`src/rtl/uart_rx_param_pkg.sv`:
```
// Shared types and helpers for the parametrised UART receiver.
// Holds the parity-mode and FSM enums plus the parameter-legality check.
package uart_rx_pkg;

  typedef enum logic [1:0] {
    PAR_NONE = 2'b00,
    PAR_EVEN = 2'b01,
    PAR_ODD  = 2'b10
  } parity_mode_t;

  typedef enum logic [2:0] {
    IDLE,
    START,
    DATA,
    PARITY,
    STOP,
    LOAD
  } rx_state_t;

  // Raw pin encoding 11 is folded onto PAR_NONE.
  function automatic parity_mode_t decode_parity(input logic [1:0] raw);
    parity_mode_t m;
    case (raw)
      2'b01:   m = PAR_EVEN;
      2'b10:   m = PAR_ODD;
      default: m = PAR_NONE;
    endcase
    return m;
  endfunction

  function automatic bit params_legal(input int data_bits, input int clks_per_bit,
                                      input int stop_bits, input int fifo_depth);
    return (data_bits >= 5) && (data_bits <= 9) &&
           (clks_per_bit >= 4) && (clks_per_bit <= 65535) && (clks_per_bit % 2 == 0) &&
           ((stop_bits == 1) || (stop_bits == 2)) &&
           (fifo_depth >= 2) && (fifo_depth <= 64) &&
           ((fifo_depth & (fifo_depth - 1)) == 0);
  endfunction

endpackage

```
`src/rtl/uart_rx_param_if.sv`:
```
// Host-side read/status bundle of the UART receiver.
// The host drives parity_mode and data_read; the receiver drives everything else.
interface uart_rx_param_if #(
  parameter int DATA_BITS  = 8,
  parameter int FIFO_DEPTH = 4
);
  logic [1:0]                        parity_mode;
  logic                              data_read;
  logic [DATA_BITS-1:0]              rx_data;
  logic                              data_ready;
  logic [$clog2(FIFO_DEPTH+1)-1:0]   fifo_count;
  logic                              framing_error;
  logic                              parity_error;
  logic                              overrun_error;

  modport master (
    output parity_mode, data_read,
    input  rx_data, data_ready, fifo_count, framing_error, parity_error, overrun_error
  );

  modport slave (
    input  parity_mode, data_read,
    output rx_data, data_ready, fifo_count, framing_error, parity_error, overrun_error
  );
endinterface

```
`src/rtl/uart_rx_param_fifo.sv`:
```
// Receive FIFO with wrap-bit pointers and a registered head entry.
// The head register is reloaded on every edge so rx_data never depends on rd_en combinationally.
module rx_fifo #(
  parameter int WIDTH = 8,
  parameter int DEPTH = 4
) (
  input  logic                           clk,
  input  logic                           rst,
  input  logic                           wr_en,
  input  logic [WIDTH-1:0]               wr_data,
  input  logic                           rd_en,
  output logic [WIDTH-1:0]               rd_data,
  output logic [$clog2(DEPTH+1)-1:0]     count,
  output logic                           empty,
  output logic                           full
);

  localparam int AW   = $clog2(DEPTH);
  localparam int CNTW = $clog2(DEPTH+1);

  logic [WIDTH-1:0] mem [DEPTH];
  logic [AW:0]      wr_ptr, rd_ptr;
  logic [AW:0]      wr_ptr_next, rd_ptr_next;
  logic             do_push, do_pop;

  assign count = CNTW'(wr_ptr - rd_ptr);
  assign empty = (count == '0);
  assign full  = (count == CNTW'(DEPTH));

  // A push into a full FIFO is only accepted when a pop frees a slot on the same edge.
  always_comb begin
    do_pop      = rd_en && !empty;
    do_push     = wr_en && (!full || do_pop);
    wr_ptr_next = do_push ? wr_ptr + 1'b1 : wr_ptr;
    rd_ptr_next = do_pop  ? rd_ptr + 1'b1 : rd_ptr;
  end

  always_ff @(posedge clk) begin
    if (do_push) begin
      mem[wr_ptr[AW-1:0]] <= wr_data;
    end
  end

  // Head bypasses the memory when the entry being written becomes the new head.
  always_ff @(posedge clk) begin
    if (rst) begin
      wr_ptr  <= '0;
      rd_ptr  <= '0;
      rd_data <= '0;
    end else begin
      wr_ptr <= wr_ptr_next;
      rd_ptr <= rd_ptr_next;
      if (wr_ptr_next == rd_ptr_next) begin
        rd_data <= '0;
      end else if (do_push && (rd_ptr_next == wr_ptr)) begin
        rd_data <= wr_data;
      end else begin
        rd_data <= mem[rd_ptr_next[AW-1:0]];
      end
    end
  end

endmodule

```
`src/rtl/uart_rx_param.sv`:
```
// Parametrised UART receiver: synchroniser, mid-bit sampling FSM, optional parity,
// 1 or 2 stop bits, and a receive FIFO with framing/parity/overrun status.
module uart_rx_param
  import uart_rx_pkg::*;
#(
  parameter int DATA_BITS    = 8,
  parameter int CLKS_PER_BIT = 10,
  parameter int STOP_BITS    = 1,
  parameter int FIFO_DEPTH   = 4
) (
  input  logic             clk,
  input  logic             rst,
  input  logic             serial_in,
  uart_rx_param_if.slave   host
);

  if (!params_legal(DATA_BITS, CLKS_PER_BIT, STOP_BITS, FIFO_DEPTH)) begin : g_param_check
    $error("uart_rx_param: illegal parameter combination");
  end

  localparam int CW = $clog2(CLKS_PER_BIT);
  localparam logic [CW-1:0] HALF_LAST = CW'(CLKS_PER_BIT/2 - 1);
  localparam logic [CW-1:0] FULL_LAST = CW'(CLKS_PER_BIT - 1);
  localparam logic [3:0]    DATA_LAST = 4'(DATA_BITS - 1);
  localparam logic [3:0]    STOP_LAST = 4'(STOP_BITS - 1);

  rx_state_t            state;
  parity_mode_t         mode;
  logic                 sync_1, rx_s, rx_prev;
  logic [CW-1:0]        clk_cnt;
  logic [3:0]           bit_cnt;
  logic [DATA_BITS-1:0] shift_reg;
  logic                 par_acc;
  logic                 frame_bad, par_bad;
  logic                 framing_error_q, parity_error_q, overrun_q;
  logic                 fifo_wr, fifo_empty, fifo_full;
  logic                 fall;

  assign fall = rx_prev && !rx_s;

  // A frame is written only from LOAD, and only if clean and there is (or will be) room.
  assign fifo_wr = (state == LOAD) && !frame_bad && !par_bad &&
                   (!fifo_full || host.data_read);

  rx_fifo #(
    .WIDTH (DATA_BITS),
    .DEPTH (FIFO_DEPTH)
  ) u_fifo (
    .clk     (clk),
    .rst     (rst),
    .wr_en   (fifo_wr),
    .wr_data (shift_reg),
    .rd_en   (host.data_read),
    .rd_data (host.rx_data),
    .count   (host.fifo_count),
    .empty   (fifo_empty),
    .full    (fifo_full)
  );

  assign host.data_ready    = !fifo_empty;
  assign host.framing_error = framing_error_q;
  assign host.parity_error  = parity_error_q;
  assign host.overrun_error = overrun_q;

  // Synchroniser, edge detect and the whole receive FSM share one clocked block.
  always_ff @(posedge clk) begin
    if (rst) begin
      sync_1          <= 1'b1;
      rx_s            <= 1'b1;
      rx_prev         <= 1'b1;
      state           <= IDLE;
      mode            <= PAR_NONE;
      clk_cnt         <= '0;
      bit_cnt         <= '0;
      shift_reg       <= '0;
      par_acc         <= 1'b0;
      frame_bad       <= 1'b0;
      par_bad         <= 1'b0;
      framing_error_q <= 1'b0;
      parity_error_q  <= 1'b0;
      overrun_q       <= 1'b0;
    end else begin
      sync_1  <= serial_in;
      rx_s    <= sync_1;
      rx_prev <= rx_s;

      if (host.data_read && !fifo_empty) begin
        overrun_q <= 1'b0;
      end

      case (state)
        IDLE: begin
          clk_cnt <= '0;
          bit_cnt <= '0;
          if (fall) begin
            state           <= START;
            mode            <= decode_parity(host.parity_mode);
            framing_error_q <= 1'b0;
            parity_error_q  <= 1'b0;
            frame_bad       <= 1'b0;
            par_bad         <= 1'b0;
            par_acc         <= 1'b0;
          end
        end

        START: begin
          if (clk_cnt == HALF_LAST) begin
            clk_cnt <= '0;
            state   <= rx_s ? IDLE : DATA;
          end else begin
            clk_cnt <= clk_cnt + 1'b1;
          end
        end

        DATA: begin
          if (clk_cnt == FULL_LAST) begin
            clk_cnt   <= '0;
            shift_reg <= {rx_s, shift_reg[DATA_BITS-1:1]};
            par_acc   <= par_acc ^ rx_s;
            if (bit_cnt == DATA_LAST) begin
              bit_cnt <= '0;
              state   <= (mode == PAR_NONE) ? STOP : PARITY;
            end else begin
              bit_cnt <= bit_cnt + 1'b1;
            end
          end else begin
            clk_cnt <= clk_cnt + 1'b1;
          end
        end

        PARITY: begin
          if (clk_cnt == FULL_LAST) begin
            clk_cnt <= '0;
            par_bad <= (mode == PAR_EVEN) ? (par_acc ^ rx_s) : !(par_acc ^ rx_s);
            state   <= STOP;
          end else begin
            clk_cnt <= clk_cnt + 1'b1;
          end
        end

        STOP: begin
          if (clk_cnt == FULL_LAST) begin
            clk_cnt <= '0;
            if (!rx_s) begin
              frame_bad <= 1'b1;
            end
            if (bit_cnt == STOP_LAST) begin
              bit_cnt <= '0;
              state   <= LOAD;
            end else begin
              bit_cnt <= bit_cnt + 1'b1;
            end
          end else begin
            clk_cnt <= clk_cnt + 1'b1;
          end
        end

        LOAD: begin
          state <= IDLE;
          if (frame_bad) begin
            framing_error_q <= 1'b1;
          end else if (par_bad) begin
            parity_error_q <= 1'b1;
          end else if (fifo_full && !host.data_read) begin
            overrun_q <= 1'b1;
          end
        end

        default: state <= IDLE;
      endcase
    end
  end

endmodule

```
`src/flat_wrapper.sv`:
```
// flat-port wrapper written by rule: the top's interface ports become plain ports
module uart_rx_param_flat import uart_rx_pkg::*;
#(
  parameter int DATA_BITS    = 8,
  parameter int CLKS_PER_BIT = 10,
  parameter int STOP_BITS    = 1,
  parameter int FIFO_DEPTH   = 4
)
  (clk, rst, serial_in, host_parity_mode, host_data_read, host_rx_data, host_data_ready, host_fifo_count, host_framing_error, host_parity_error, host_overrun_error);
  uart_rx_param_if #(.DATA_BITS(DATA_BITS), .FIFO_DEPTH(FIFO_DEPTH)) host_i ();
  input  logic clk;
  input  logic rst;
  input  logic serial_in;
  input wire logic [$bits(host_i.parity_mode)-1:0] host_parity_mode;
  input wire logic [$bits(host_i.data_read)-1:0] host_data_read;
  output wire logic [$bits(host_i.rx_data)-1:0] host_rx_data;
  output wire logic [$bits(host_i.data_ready)-1:0] host_data_ready;
  output wire logic [$bits(host_i.fifo_count)-1:0] host_fifo_count;
  output wire logic [$bits(host_i.framing_error)-1:0] host_framing_error;
  output wire logic [$bits(host_i.parity_error)-1:0] host_parity_error;
  output wire logic [$bits(host_i.overrun_error)-1:0] host_overrun_error;
  assign host_i.parity_mode = host_parity_mode;
  assign host_i.data_read = host_data_read;
  assign host_rx_data = host_i.rx_data;
  assign host_data_ready = host_i.data_ready;
  assign host_fifo_count = host_i.fifo_count;
  assign host_framing_error = host_i.framing_error;
  assign host_parity_error = host_i.parity_error;
  assign host_overrun_error = host_i.overrun_error;
  uart_rx_param #(.DATA_BITS(DATA_BITS), .CLKS_PER_BIT(CLKS_PER_BIT), .STOP_BITS(STOP_BITS), .FIFO_DEPTH(FIFO_DEPTH)) u_core (.clk(clk), .rst(rst), .serial_in(serial_in), .host(host_i));
endmodule
```
`config.mk`:
```
export PLATFORM = sky130hd
export DESIGN_NAME = uart_rx_param_flat
export DESIGN_NICKNAME = d
export VERILOG_FILES = /design/src/rtl/uart_rx_param_pkg.sv /design/src/rtl/uart_rx_param_if.sv /design/src/rtl/uart_rx_param_fifo.sv /design/src/rtl/uart_rx_param.sv /design/src/flat_wrapper.sv
export SDC_FILE = /design/constraint.sdc
export NUM_CORES = 1
export LEC_CHECK = 0
export BUFFER_PORTS_ARGS = -buffer_cell sky130_fd_sc_hd__buf_2
export CAP_MARGIN = 0
export CORE_MARGIN = 4
export CORE_UTILIZATION = 50
export DETAILED_ROUTE_END_ITERATION = 7
export PLACE_DENSITY = 0.67
export SLEW_MARGIN = 20
export SYNTH_ARGS = -nofsm -noshare
export SYNTH_HDL_FRONTEND = slang
export SYNTH_SLANG_ARGS = --single-unit
export TNS_END_PERCENT = 30
```
`constraint.sdc`:
```
create_clock -name clk -period 3.4 [get_ports clk]
set_input_delay 0.34 -clock clk [delete_from_list [all_inputs] [get_ports clk]]
set_output_delay 0.34 -clock clk [all_outputs]
set_load 0.02 [all_outputs]
```
* Word level (Yosys, flattened, before mapping)
Memories as Yosys holds them, arrays and structs flattened.
Cells that the tools add are included.
** Cells by class
- Add/subtract/negate cells :: 5
- Reductions and logical operators :: 38
- Multiplexer cells :: 43
- Bitwise operators :: 1
- Equality and inequality tests :: 25
** Operator list (count)
- $mux 3 :: 10
- $mux 4 :: 6
- $pmux 4 s3 :: 2
- $ne 2x1->1 const B :: 9
- $mux 1 :: 16
- $pmux 3 s5 :: 1
- $reduce_and 3->1 :: 4
- $pmux 1 s2 :: 5
- $eq 3x3->1 const B :: 3
- $add 4x1->4 const B :: 2
- $eq 4x3->1 const B :: 2
- $logic_and 1x1->1 :: 8
- $mux 8 :: 1
- $reduce_and 4->1 :: 2
- $reduce_bool 2->1 :: 4
- $logic_not 1->1 :: 7
- $reduce_and 7->1 :: 1
- $add 3x1->3 const B :: 2
- $eq 3x2->1 const B :: 2
- $eq 3x3->1 :: 2
- $logic_not 3->1 :: 2
- $reduce_bool 3->1 :: 2
- $eq 2x1->1 const B :: 2
- $eq 4x4->1 const B :: 1
- 13 further kinds :: 16
** Storage, ports and cells
- Memories :: 1
- Flip-flop bits (word level) :: 44
- Bits in writable memories :: 32
- Output and inout bits :: 15
- Word-level logic and storage cells :: 130
- Input port bits :: 6
** Memory list
- u_core.u_fifo.mem :: words 4, width 8, rd ports 1, clocked after Yosys merged registers in 0, wr ports 1, RTL line uart_rx_param_fifo.sv:21 : logic [WIDTH-1:0] mem [DEPTH];

* Longest topological paths before layout
Gate-level depths: netlist (run 1).
- Word-level depth :: 9
- Mapped depth :: 11
- Depth with buffers taken out :: 10

* Hierarchy
From an unflattened synthesis (run 1), not the netlist that was laid out.
** Second synthesis, totals
- Cells, all modules :: 363
- Area total of the unflattened synthesis :: 3972.6 um^2
** By module, submodules not included
- rx_fifo :: sequential area each 1241.2 um^2, cells an instance 176, area an instance 2382.3 um^2, times used 1
- uart_rx_param :: sequential area each 600.6 um^2, cells an instance 187, area an instance 1590.3 um^2, times used 1

* Worst setup path after synthesis (run 1)
OpenSTA, ideal clock, no wires.
- Path type :: flip-flop to flip-flop
- Start :: register u_core.u_fifo.wr_ptr[0]
- End :: register u_core.u_fifo.rd_data[4]
- Data required time :: 3.277 ns
- Arrival :: 2.806 ns
- Library setup time :: 0.123 ns
- Stages on the path, launching flop included :: 11
- Setup slack :: 0.471 ns
- Path through :: dfxtp_1 inv_1 ha_1 fa_1 and2_1 a21oi_2 or4_4 a2111oi_4 buf_6 or2_1 a21oi_1
** Between the ends
- Word-level cells in the longest chain between the ends :: 9
- Elaborated cells on any way between the ends :: 19
** Ends and longest elaborated chain
- start, declared :: RTL line uart_rx_param_fifo.sv:22 : logic [AW:0] wr_ptr, rd_ptr;
- start signal, assigned :: RTL line uart_rx_param_fifo.sv:51 : wr_ptr <= wr_ptr_next;
- $sub 3x3->3 :: RTL line uart_rx_param_fifo.sv:26 : assign count = CNTW'(wr_ptr - rd_ptr);
- $eq 3x3->1 / $logic_not 3->1 (equally long branches) :: RTL line uart_rx_param_fifo.sv:28, uart_rx_param_fifo.sv:27
- $logic_not 1->1, on equally long branches :: RTL line uart_rx_param_fifo.sv:33, uart_rx_param.sv:43, uart_rx_param_fifo.sv:32
- $logic_or 1x1->1 / $logic_and 1x1->1 (equally long branches) :: RTL line uart_rx_param.sv:43, uart_rx_param_fifo.sv:32
- $logic_and 1x1->1 / $logic_or 1x1->1 (equally long branches) :: RTL line uart_rx_param.sv:42, uart_rx_param_fifo.sv:33
- $logic_and 1x1->1 :: RTL line uart_rx_param_fifo.sv:33 : do_push = wr_en && (!full || do_pop);
- $mux 3 :: RTL line uart_rx_param_fifo.sv:34 : wr_ptr_next = do_push ? wr_ptr + 1'b1 : wr_ptr;
- $eq 3x3->1 :: RTL line uart_rx_param_fifo.sv:53 : if (wr_ptr_next == rd_ptr_next) begin
- $reduce_or 2->1 (no source line)
- end signal, assigned :: RTL line uart_rx_param_fifo.sv:56 : rd_data <= wr_data;
- end signal, assigned :: RTL line uart_rx_param_fifo.sv:58 : rd_data <= mem[rd_ptr_next[AW-1:0]];
- end, declared :: RTL line uart_rx_param_fifo.sv:12 : output logic [WIDTH-1:0] rd_data,
Parallel ways exist; a longest one is shown, timed or not.
A chain may end at the register's enable or synchronous reset.

* Worst setup path after layout (run 1)
Ends and elaborated chain as after synthesis.

==> impl_metrics.json, run 1 <==
{
  "outcome": "finished, final reports clean",
  "hold_end": "u_core.sync_1",
  "post-place-ws_ns": 0.331,
  "yosys_most_used_dff": "dfxtp_1",
  "gp_congestion": 0.783,
  "dieArea_sq_um": 9090,
  "cts_buffers": 9,
  "crit_required_ns": 3.63,
  "grt_remaining_overflow": 0,
  "internal-power_mw": 1.81,
  "criticalPathCategory": "flip-flop to flip-flop",
  "finalCoreUtilization_pct": 57.9,
  "drive_gt1_share_pct": 14.9,
  "r2r_setup_slack_ns": 0.32,
  "track_usage_pct": 17.7,
  "vias_per_cell": 5.41,
  "fmax_mhz": 325,
  "async_flop_share_pct": 0,
  "portBuffers": 20,
  "h-tree-depth": 3,
  "largest_register_ff_count": 32,
  "syn_inst": 357,
  "ant_nets": 0,
  "hold_buffers": 0,
  "netSwitchingFraction_pct": 30.6,
  "cts_setup_buffers": 0,
  "cts-resized-gates": 0,
  "p_comb_share_pct": 30.6,
  "pwr_density_cell_nw_per_um2": 615,
  "synth_warnings": 0,
  "p_seq_share_pct": 39.4,
  "drt-total-wl_um": 7230,
  "cts_tree": "yes",
  "rsz0062_at_grt": "no",
  "rows": 31,
  "avgSynthCellArea_sq_um": 10.7,
  "reg2reg_to": "u_core.u_fifo.rd_data[4]",
  "start_util_pct": 52.0,
  "worstMarginPinSlew_ns": 0.720,
  "finalHoldViolations": 0,
  "syn_nets": 375,
  "grt_max_degree": 37,
  "slew_violations": 0,
  "worstHoldStart": "serial_in",
  "num_io_pins": 21,
  "min_path_cells": 2,
  "grt_pass1_vias": 2564,
  "drcViolationCount": 0,
  "dp_hpwl_um": 5010,
  "finalCritPeriodShare_pct": 90.5,
  "holdWs_ns": 0.167,
  "p_clk_share_pct": 30.0,
  "synth_edf_count": 32,
  "endpoint_kind": "flip-flop",
  "setup_slack_ns": 0.323,
  "yosysSeqAreaShare_pct": 48.3,
  "syn_to_final_growth_pct": 11.3,
  "vias": 2600,
  "clk_pin_slew_ns": 0.07,
  "antenna_cells": 0,
  "ctsLongestPathBuffers": 2,
  "core_sq_um": 7330,
  "min_period_ns": 3.08,
  "p_sw_uw": 799,
  "insertion_delay_ns": 0.35,
  "clock-sinks": 76,
  "ir_drop_mv": 0.271,
  "synth_cell_type_count": 54,
  "cp-start-kind": "flip-flop",
  "clock_skew_ns": 0.00921,
  "die_w_um": 95.3,
  "grt_pass1_wl_um": 12100,
  "wl_per_cell_um": 15.0,
  "drt_iter0_drc": 88,
  "setup_viol": 0,
  "p_leak_nw": 1.55,
  "ys_ff_latch": 76,
  "dr.pass1.iters": 4,
  "synth_area_sq_um": 3810,
  "worst-path-max-fanout": 16,
  "hp-class": "input port to flip-flop",
  "r2r_cells": 10,
  "arrival_ns": 3.31,
  "maxCapViolations": 0,
  "setup_tns_ns": 0,
  "die_h_um": 95.3,
  "clockRootBuffer": "clkbuf_8",
  "reg2reg_from": "u_core.u_fifo.wr_ptr[0]",
  "relSlewSlack_pct": 51.3,
  "final_nets": 395,
  "antenna_found_initial": 0
}
==> cells in the mapped netlist (10+ instances only) <==
cell / n / area, sq um
dfxtp_1: 44 / 881
mux2i_1: 35 / 350
edfxtp_1: 32 / 961
a21oi_1: 30 / 150
nor2_1: 30 / 113
nand2_1: 25 / 93.8
ha_1: 11 / 138
inv_1: 11 / 41.3
nand3_1: 11 / 55.1
o21ai_0: 11 / 55.1
clkbuf_1: 10 / 37.5
==> cells in the final DEF (no fill, tap or decap), drive strengths merged, types with 2 or more instances in the layout <==
cell type / netlist / routed
dfxtp: 44 / 44
mux2i: 35 / 35
edfxtp: 32 / 32
a21oi: 31 / 31
nor2: 30 / 30
nand2: 25 / 25
buf: 6 / 25
clkbuf: 10 / 14
inv: 12 / 12
o21ai: 12 / 12
nand3: 11 / 11
ha: 11 / 11
or2: 11 / 11
xnor2: 8 / 8
mux4: 8 / 8
and2: 7 / 7
nor2b: 7 / 7
and3: 6 / 6
nor3b: 5 / 5
nand3b: 3 / 3
nand2b: 3 / 3
a22oi: 3 / 3
a211oi: 3 / 3
nand4b: 3 / 3
or3: 3 / 3
nor3: 3 / 3
a21o: 2 / 2
xor2: 2 / 2
o21a: 2 / 2
a2111oi: 2 / 2
==> area by class of cell <==
type                            instances  area (sq um)
Fill cell                             633          3090
Clock inverter                          2          35.0
Multi-Input combinational cell        253          1850
Tap cell                               99           124
Sequential cell                        76          1840
Inverter                               12          45.0
Clock buffer                           14           205
Timing Repair Buffer                   25           138
==> routing by layer <==
metal  global-route usage [%]  wire (um)  share of wire (%)
met5                        0          0                  0
met4                     5.17         53               0.73
met3                     6.00        280                3.9
met2                     30.6       3690                 51
met1                     20.6       3210                 44
==> logic make-up (layout without fill, tap and decap cells) <==
family	after synthesis	in the layout	synth area share, %
compound gates	65	65	10.9
xor+xnor	11	11	2.92
fa+ha+maj	12	12	4.14
buf+inv	28	53	3.05
flops	76	76	48.3
mux	44	44	14.2
simple gates	121	121	16.4
==> worst max-delay path by stage <==
stage	start	endpoint	slack, ns	cells past startpoint
finish	u_core.u_fifo.wr_ptr[0]	u_core.u_fifo.rd_data[4]	0.32	10
global route	u_core.u_fifo.wr_ptr[0]	u_core.u_fifo.rd_data[6]	0.16	10
CTS	u_core.u_fifo.wr_ptr[0]	u_core.u_fifo.rd_data[7]	0.31	10
detailed placement	u_core.u_fifo.wr_ptr[0]	u_core.u_fifo.rd_data[7]	0.33	10
global placement	u_core.u_fifo.wr_ptr[0]	u_core.u_fifo.rd_data[4]	0.42	10
floorplan	u_core.u_fifo.wr_ptr[0]	u_core.u_fifo.rd_data[4]	0.47	10
==> per-stage QoR <==
step / power (mW) / cell area [sq um] / std cells
floorplan: 1.67 / 3810 / 357
global placement: 1.85 / 4000 / 465
detailed placement: 1.86 / 4000 / 465
CTS: 2.65 / 4240 / 481
global route: 2.77 / 4240 / 481
finish: 2.61 / 4240 / 481
==> worst max-delay path: stages (launching register included) <==
cell and delay, ns:
dfxtp_1 0.43, inv_1 0.11, ha_1 0.22, fa_1 0.58
and2_1 0.23, a21oi_2 0.09, or4_4 0.53, a2111oi_4 0.35
buf_4 0.23, or2_1 0.12, a21oi_1 0.06
==> power groups by stage <==
stage          combinational (mW)  clock [mW]  sequential [mW]
6_report                    0.800       0.783             1.03
5_1_grt                     0.879       0.851             1.04
4_1_cts                     0.811       0.808             1.03
3_5_place_dp                0.808           0             1.05
3_3_place_gp                0.796           0             1.05
2_1_floorplan               0.602           0             1.07
Note: power is estimated with default switching activity, not from simulation.
==> inputs of run 2 (changes only) <==
- SYNTH_HIERARCHICAL: default -> 1
- clock period: 3.4 -> 3.9 ns (I/O delays scaled with it)
==> impl_metrics.json, run 2 <==
{
  "outcome": "finished, final reports clean",
  "drive_gt1_share_pct": 21.9,
  "p_leak_nw": 1.57,
  "synth.top_cells.by_count": "dfxtp_1 (44), nand2_1 (35), edfxtp_1 (32), a21oi_1 (31), nor3_1 (23)",
  "endpoint_kind": "flip-flop",
  "vias_per_cell": 5.69,
  "slew_violations": 0,
  "r2r_setup_slack_ns": 0.26,
  "clock-sinks": 76,
  "min_period_ns": 3.64,
  "h-tree-depth": 3,
  "syn_to_final_growth_pct": 10.0,
  "final_common_cell": "dfxtp_1",
  "syn_inst": 363,
  "setup_slack_ns": 0.257,
  "async_flop_share_pct": 0,
  "ant_nets": 0,
  "final_nets": 402,
  "hold_end": "u_core/sync_1",
  "antenna_cells": 0,
  "fmax_mhz": 274,
  "ys_ff_latch": 76,
  "cp-start-kind": "flip-flop",
  "grt_pass1_vias": 2751,
  "num_io_pins": 21,
  "worstHoldStart": "serial_in",
  "cts_setup_buffers": 0,
  "criticalPathCategory": "flip-flop to flip-flop",
  "start_util_pct": 51.4,
  "dr.pass1.iters": 4,
  "yosysSeqAreaShare_pct": 46.4,
  "yosys.area.top_type": "edfxtp_1",
  "vias": 2795,
  "die_h_um": 97.1,
  "clockRootBuffer": "clkbuf_8",
  "crit_path_max_incr_delay_ns": 0.48,
  "synth_cell_type_count": 59,
  "portBuffers": 20,
  "synth_area_sq_um": 3970,
  "track_usage_pct": 17.9,
  "worst-path-max-fanout": 8,
  "die_w_um": 97.1,
  "reg2reg_to": "u_core/u_fifo/rd_data[2]",
  "dp_hpwl_um": 5570,
  "grt_max_degree": 37,
  "hold_buffers": 0,
  "crit_chain": "inv_1 -> ha_1 -> fa_1 -> xor3_2 -> and2_1 -> nor2b_1 -> nor4_4 -> nand2_1 -> mux2i_1 -> o22ai_1 -> a221o_1 -> a31o_2 -> nor3_1",
  "cts_buffers": 9,
  "arrival_ns": 3.91,
  "post-place-ws_ns": -0.0551,
  "reg2reg_from": "u_core/u_fifo/wr_ptr[0]",
  "ir_drop_mv": 0.186,
  "core_sq_um": 7730,
  "worstMarginPinSlew_ns": 0.713,
  "crit_required_ns": 4.17,
  "syn_nets": 381,
  "hp-class": "input port to flip-flop",
  "drt_iter0_drc": 140,
  "fillers": 648,
  "setup_tns_ns": 0,
  "setup_viol": 0,
  "antenna_found_initial": 0,
  "cts_tree": "yes",
  "pwr_density_cell_nw_per_um2": 518,
  "dieArea_sq_um": 9440,
  "mostFrequentLayoutCells": "dfxtp_1 (44), nand2_1 (35), edfxtp_1 (32)",
  "synth_area_leaders": "edfxtp_1 (24%), dfxtp_1 (22%), mux4_2 (9.1%)",
  "ctsLongestPathBuffers": 2,
  "synth_top_area_share_pct": 24.2,
  "finalHoldViolations": 0,
  "drt-total-wl_um": 8130,
  "gp_congestion": 0.871,
  "grt_pass1_wl_um": 13500,
  "clock_skew_ns": 0.0113,
  "grt_remaining_overflow": 0,
  "crit_slowest_cell": "fa_1",
  "synth_edf_count": 32,
  "wl_per_cell_um": 16.6,
  "finalCritPeriodShare_pct": 93.4,
  "r2r_cells": 13,
  "synth.most_common_cell": "dfxtp_1",
  "relSlewSlack_pct": 52.1,
  "largest_register_ff_count": 32,
  "avgSynthCellArea_sq_um": 10.9,
  "yosys_most_used_dff": "dfxtp_1",
  "insertion_delay_ns": 0.35,
  "rows": 32,
  "synth_warnings": 6,
  "min_path_cells": 2,
  "drcViolationCount": 0,
  "clk_pin_slew_ns": 0.08,
  "maxCapViolations": 0
}
run 2: logic make-up after synthesis:
family | share of synthesized area, %
compound gates | 10.8
buf+inv | 4.00
fa+ha+maj | 3.97
mux | 12.7
simple gates | 18.0
xor+xnor | 4.16
flops | 46.4
run 2: layer usage:
| layer | vias up | track usage [%] | share of wire [%] |
|---|---|---|---|
| met3 | 11 | 2.94 | 3.3 |
| li1 | 1371 | - | - |
| met4 | 0 | 7.67 | 1.7 |
| met5 | - | 0 | 0 |
| met2 | 54 | 29.9 | 51 |
| met1 | 1359 | 22.9 | 44 |
run 2: worst max path at each step:
stage,endpoint,startpoint,depth (start not counted)
floorplan,u_core/u_fifo/rd_data[0],u_core/u_fifo/wr_ptr[0],13
global placement,u_core/u_fifo/rd_data[3],u_core/u_fifo/wr_ptr[0],13
detailed placement,u_core/u_fifo/rd_data[2],u_core/u_fifo/wr_ptr[0],13
CTS,u_core/u_fifo/rd_data[2],u_core/u_fifo/wr_ptr[0],13
global route,u_core/u_fifo/rd_data[7],u_core/u_fifo/wr_ptr[0],13
finish,u_core/u_fifo/rd_data[2],u_core/u_fifo/wr_ptr[0],13
run 2: layout make-up:
cell class / count / area [sq um] / share of cell area, %
Clock buffer: 10 / 128 / 2.92
Tap cell: 102 / 128 / 2.92
Multi-Input combinational cell: 256 / 1990 / 45.5
Sequential cell: 76 / 1840 / 42.1
Inverter: 16 / 60.1 / 1.37
Timing Repair Buffer: 25 / 138 / 3.15
Clock inverter: 6 / 88.8 / 2.03
run 2: what timing repair did:
item                                   in CTS  in global routing
endpoints found under the hold margin       0                  0
pin swaps                                   0                  0
setup endpoints to repair                   8                  8
gates cloned                                0                  0
gates resized for setup                     1                  1
run 2: report_power, final:
part / internal [mW] / total [mW] / leakage (nW) / switching [mW]
Combinational: 0.320 / 0.722 / 0.817 / 0.403
Clock: 0.360 / 0.649 / 0.102 / 0.289
Sequential: 0.860 / 0.895 / 0.653 / 0.0349
Total: 1.54 / 2.27 / 1.57 / 0.726
run 2: worst max-delay path: cells and delay by family, from the launching register on:
family                   cells  cell delay [ns]
AO/OA/AOI/OAI                3             0.82
XOR/XNOR                     1             0.27
adder cells (fa/ha/maj)      2             0.72
buffers and inverters        1             0.13
flip-flops                   1             0.42
multiplexers                 1             0.23
AND/OR/NAND/NOR              5             0.98
run 2: metrics by stage:
step	area [sq um]	power [mW]	instances	util (%)	hold slack (ns)
global placement	4140	1.62	475	53.6	0.393
global route	4370	2.40	491	56.6	0.223
detailed placement	4140	1.63	475	53.6	0.400
CTS	4360	2.28	491	56.4	0.208
floorplan	3970	1.47	363	-	0.389
finish	4370	2.27	491	56.6	0.231
==> inputs of run 3 (changes only) <==
- BUFFER_PORTS_ARGS: -buffer_cell sky130_fd_sc_hd__buf_2 -> default
- DONT_BUFFER_PORTS: default -> 1
- PLACE_DENSITY: 0.67 -> default
==> impl_metrics.json, run 3 (same netlist as run 2, synthesis figures left out) <==
{
  "outcome": "finished, final reports clean",
  "start_util_pct": 51.4,
  "final_common_cell": "dfxtp_1",
  "ir_drop_mv": 0.260,
  "track_usage_pct": 17.2,
  "die_h_um": 97.1,
  "p_comb_share_pct": 30.1,
  "fin_cells": 471,
  "ctsLongestPathBuffers": 2,
  "mostFrequentLayoutCells": "dfxtp_1 (44), nand2_1 (35), edfxtp_1 (32)",
  "arrival_ns": 3.87,
  "post-route-cell-area_sq_um": 4220,
  "wl_per_cell_um": 16.6,
  "crit_required_ns": 4.17,
  "dieArea_sq_um": 9440,
  "criticalPathCategory": "flip-flop to flip-flop",
  "setup_slack_ns": 0.297,
  "grt_remaining_overflow": 0,
  "p_seq_share_pct": 44.0,
  "relSlewSlack_pct": 50.8,
  "internal-power_mw": 1.39,
  "p_sw_uw": 715,
  "dr.pass1.iters": 4,
  "ant_nets": 0,
  "hp-class": "input port to flip-flop",
  "clock_skew_ns": 0.00932,
  "die_w_um": 97.1,
  "hold_buffers": 0,
  "num_io_pins": 21,
  "core_sq_um": 7730,
  "rsz0062_at_grt": "no",
  "insertion_delay_ns": 0.34,
  "finalHoldViolations": 0,
  "vias_per_cell": 5.67,
  "antenna_cells": 0,
  "endpoint_kind": "flip-flop",
  "clock-sinks": 76,
  "pwr_density_cell_nw_per_um2": 498,
  "cts_tree": "yes",
  "hold_end": "u_core/host.overrun_error",
  "antenna_found_initial": 0,
  "drt-total-wl_um": 7810,
  "fillers": 691,
  "reg2reg_to": "u_core/u_fifo/rd_data[5]",
  "finalCoreUtilization_pct": 54.6,
  "rows": 32,
  "dp.cells": 455,
  "drive_gt1_share_pct": 17.9,
  "grt_pass1_vias": 2580,
  "setup_tns_ns": 0,
  "h-tree-depth": 3,
  "portBuffers": 0,
  "dp_hpwl_um": 5400,
  "setup_viol": 0,
  "p_leak_nw": 1.46,
  "largest_register_ff_count": 32,
  "min_period_ns": 3.60,
  "clockRootBuffer": "clkbuf_8",
  "r2r_setup_slack_ns": 0.30,
  "finalCritPeriodShare_pct": 92.4,
  "min_path_cells": 1,
  "gp_congestion": 0.821,
  "cp-start-kind": "flip-flop",
  "final_nets": 382,
  "slew_violations": 0,
  "post-place-ws_ns": 0.242,
  "worstMarginPinSlew_ns": 0.733,
  "netSwitchingFraction_pct": 34.0,
  "worstHoldStart": "rst",
  "cts_buffers": 9,
  "power_mw": 2.10,
  "multiInputGateArea_sq_um": 1970,
  "cts_setup_buffers": 0,
  "maxCapViolations": 0,
  "holdWs_ns": 0.110,
  "drcViolationCount": 0,
  "fmax_mhz": 278,
  "vias": 2670,
  "drt_iter0_drc": 107,
  "reg2reg_from": "u_core/u_fifo/wr_ptr[0]",
  "p_clk_share_pct": 25.9,
  "grt_max_degree": 37,
  "regArea_sq_um": 1840,
  "grt_pass1_wl_um": 13000,
  "syn_to_final_growth_pct": 6.30,
  "placed_area_sq_um": 4040,
  "r2r_cells": 14,
  "worst-path-max-fanout": 8,
  "clk_pin_slew_ns": 0.09
}
-- run 3: worst max path at each step --
| stage | from | cells after the start | slack (ns) | end |
|---|---|---|---|---|
| final | u_core/u_fifo/wr_ptr[0] | 14 | 0.30 | u_core/u_fifo/rd_data[5] |
| after global routing | u_core/u_fifo/wr_ptr[0] | 14 | 0.05 | u_core/u_fifo/rd_data[0] |
| after CTS | u_core/u_fifo/wr_ptr[0] | 14 | 0.22 | u_core/u_fifo/rd_data[5] |
| after detailed placement | u_core/u_fifo/wr_ptr[0] | 14 | 0.24 | u_core/u_fifo/rd_data[5] |
| after global placement | u_core/u_fifo/wr_ptr[0] | 14 | 0.36 | u_core/u_fifo/rd_data[2] |
| after floorplan | u_core/u_fifo/wr_ptr[0] | 13 | 0.34 | u_core/u_fifo/rd_data[0] |
-- run 3: final cells by class --
| class | instances | area share [%] |
|---|---|---|
| multi-input cells | 256 | 46.8 |
| flip-flops and latches | 76 | 43.6 |
| well taps | 102 | 3.02 |
| clock buffers | 9 | 2.93 |
| inverters | 16 | 1.42 |
| clock inverters | 7 | 1.36 |
| repair buffers | 5 | 0.889 |
-- run 3: routing by layer --
layer	vias up	GRT usage [%]	part of all wire, %
li1	1329	-	-
met2	47	27.3	48
met4	0	6.05	1.4
met5	-	0	0
met1	1286	23.9	47
met3	8	2.87	3.2
-- run 3: power groups by stage --
stage	clock, mW	sequential, mW	combinational, mW
after floorplan	0	0.923	0.549
after global placement	0	0.945	0.627
after detailed placement	0	0.945	0.630
after CTS	0.563	0.926	0.634
after global routing	0.610	0.932	0.700
final	0.545	0.925	0.632
-- run 3: what timing repair did --
| action | CTS | global route |
|---|---|---|
| resized for setup | 0 | 1 |
| hold endpoints to repair | 0 | 0 |
| setup endpoints to repair | 0 | 4 |
-- run 3: worst max-delay path: stages, from the launching register on --
cell     delay (ns)
dfxtp_1        0.41
inv_1          0.13
ha_1           0.23
fa_2           0.40
xor3_2         0.39
and2_1         0.19
nor2b_1        0.14
nor4_1         0.18
buf_4          0.17
nand2_1        0.14
mux2i_1        0.19
o22ai_1        0.09
a221o_1        0.36
a31o_2         0.31
nor3_1         0.20
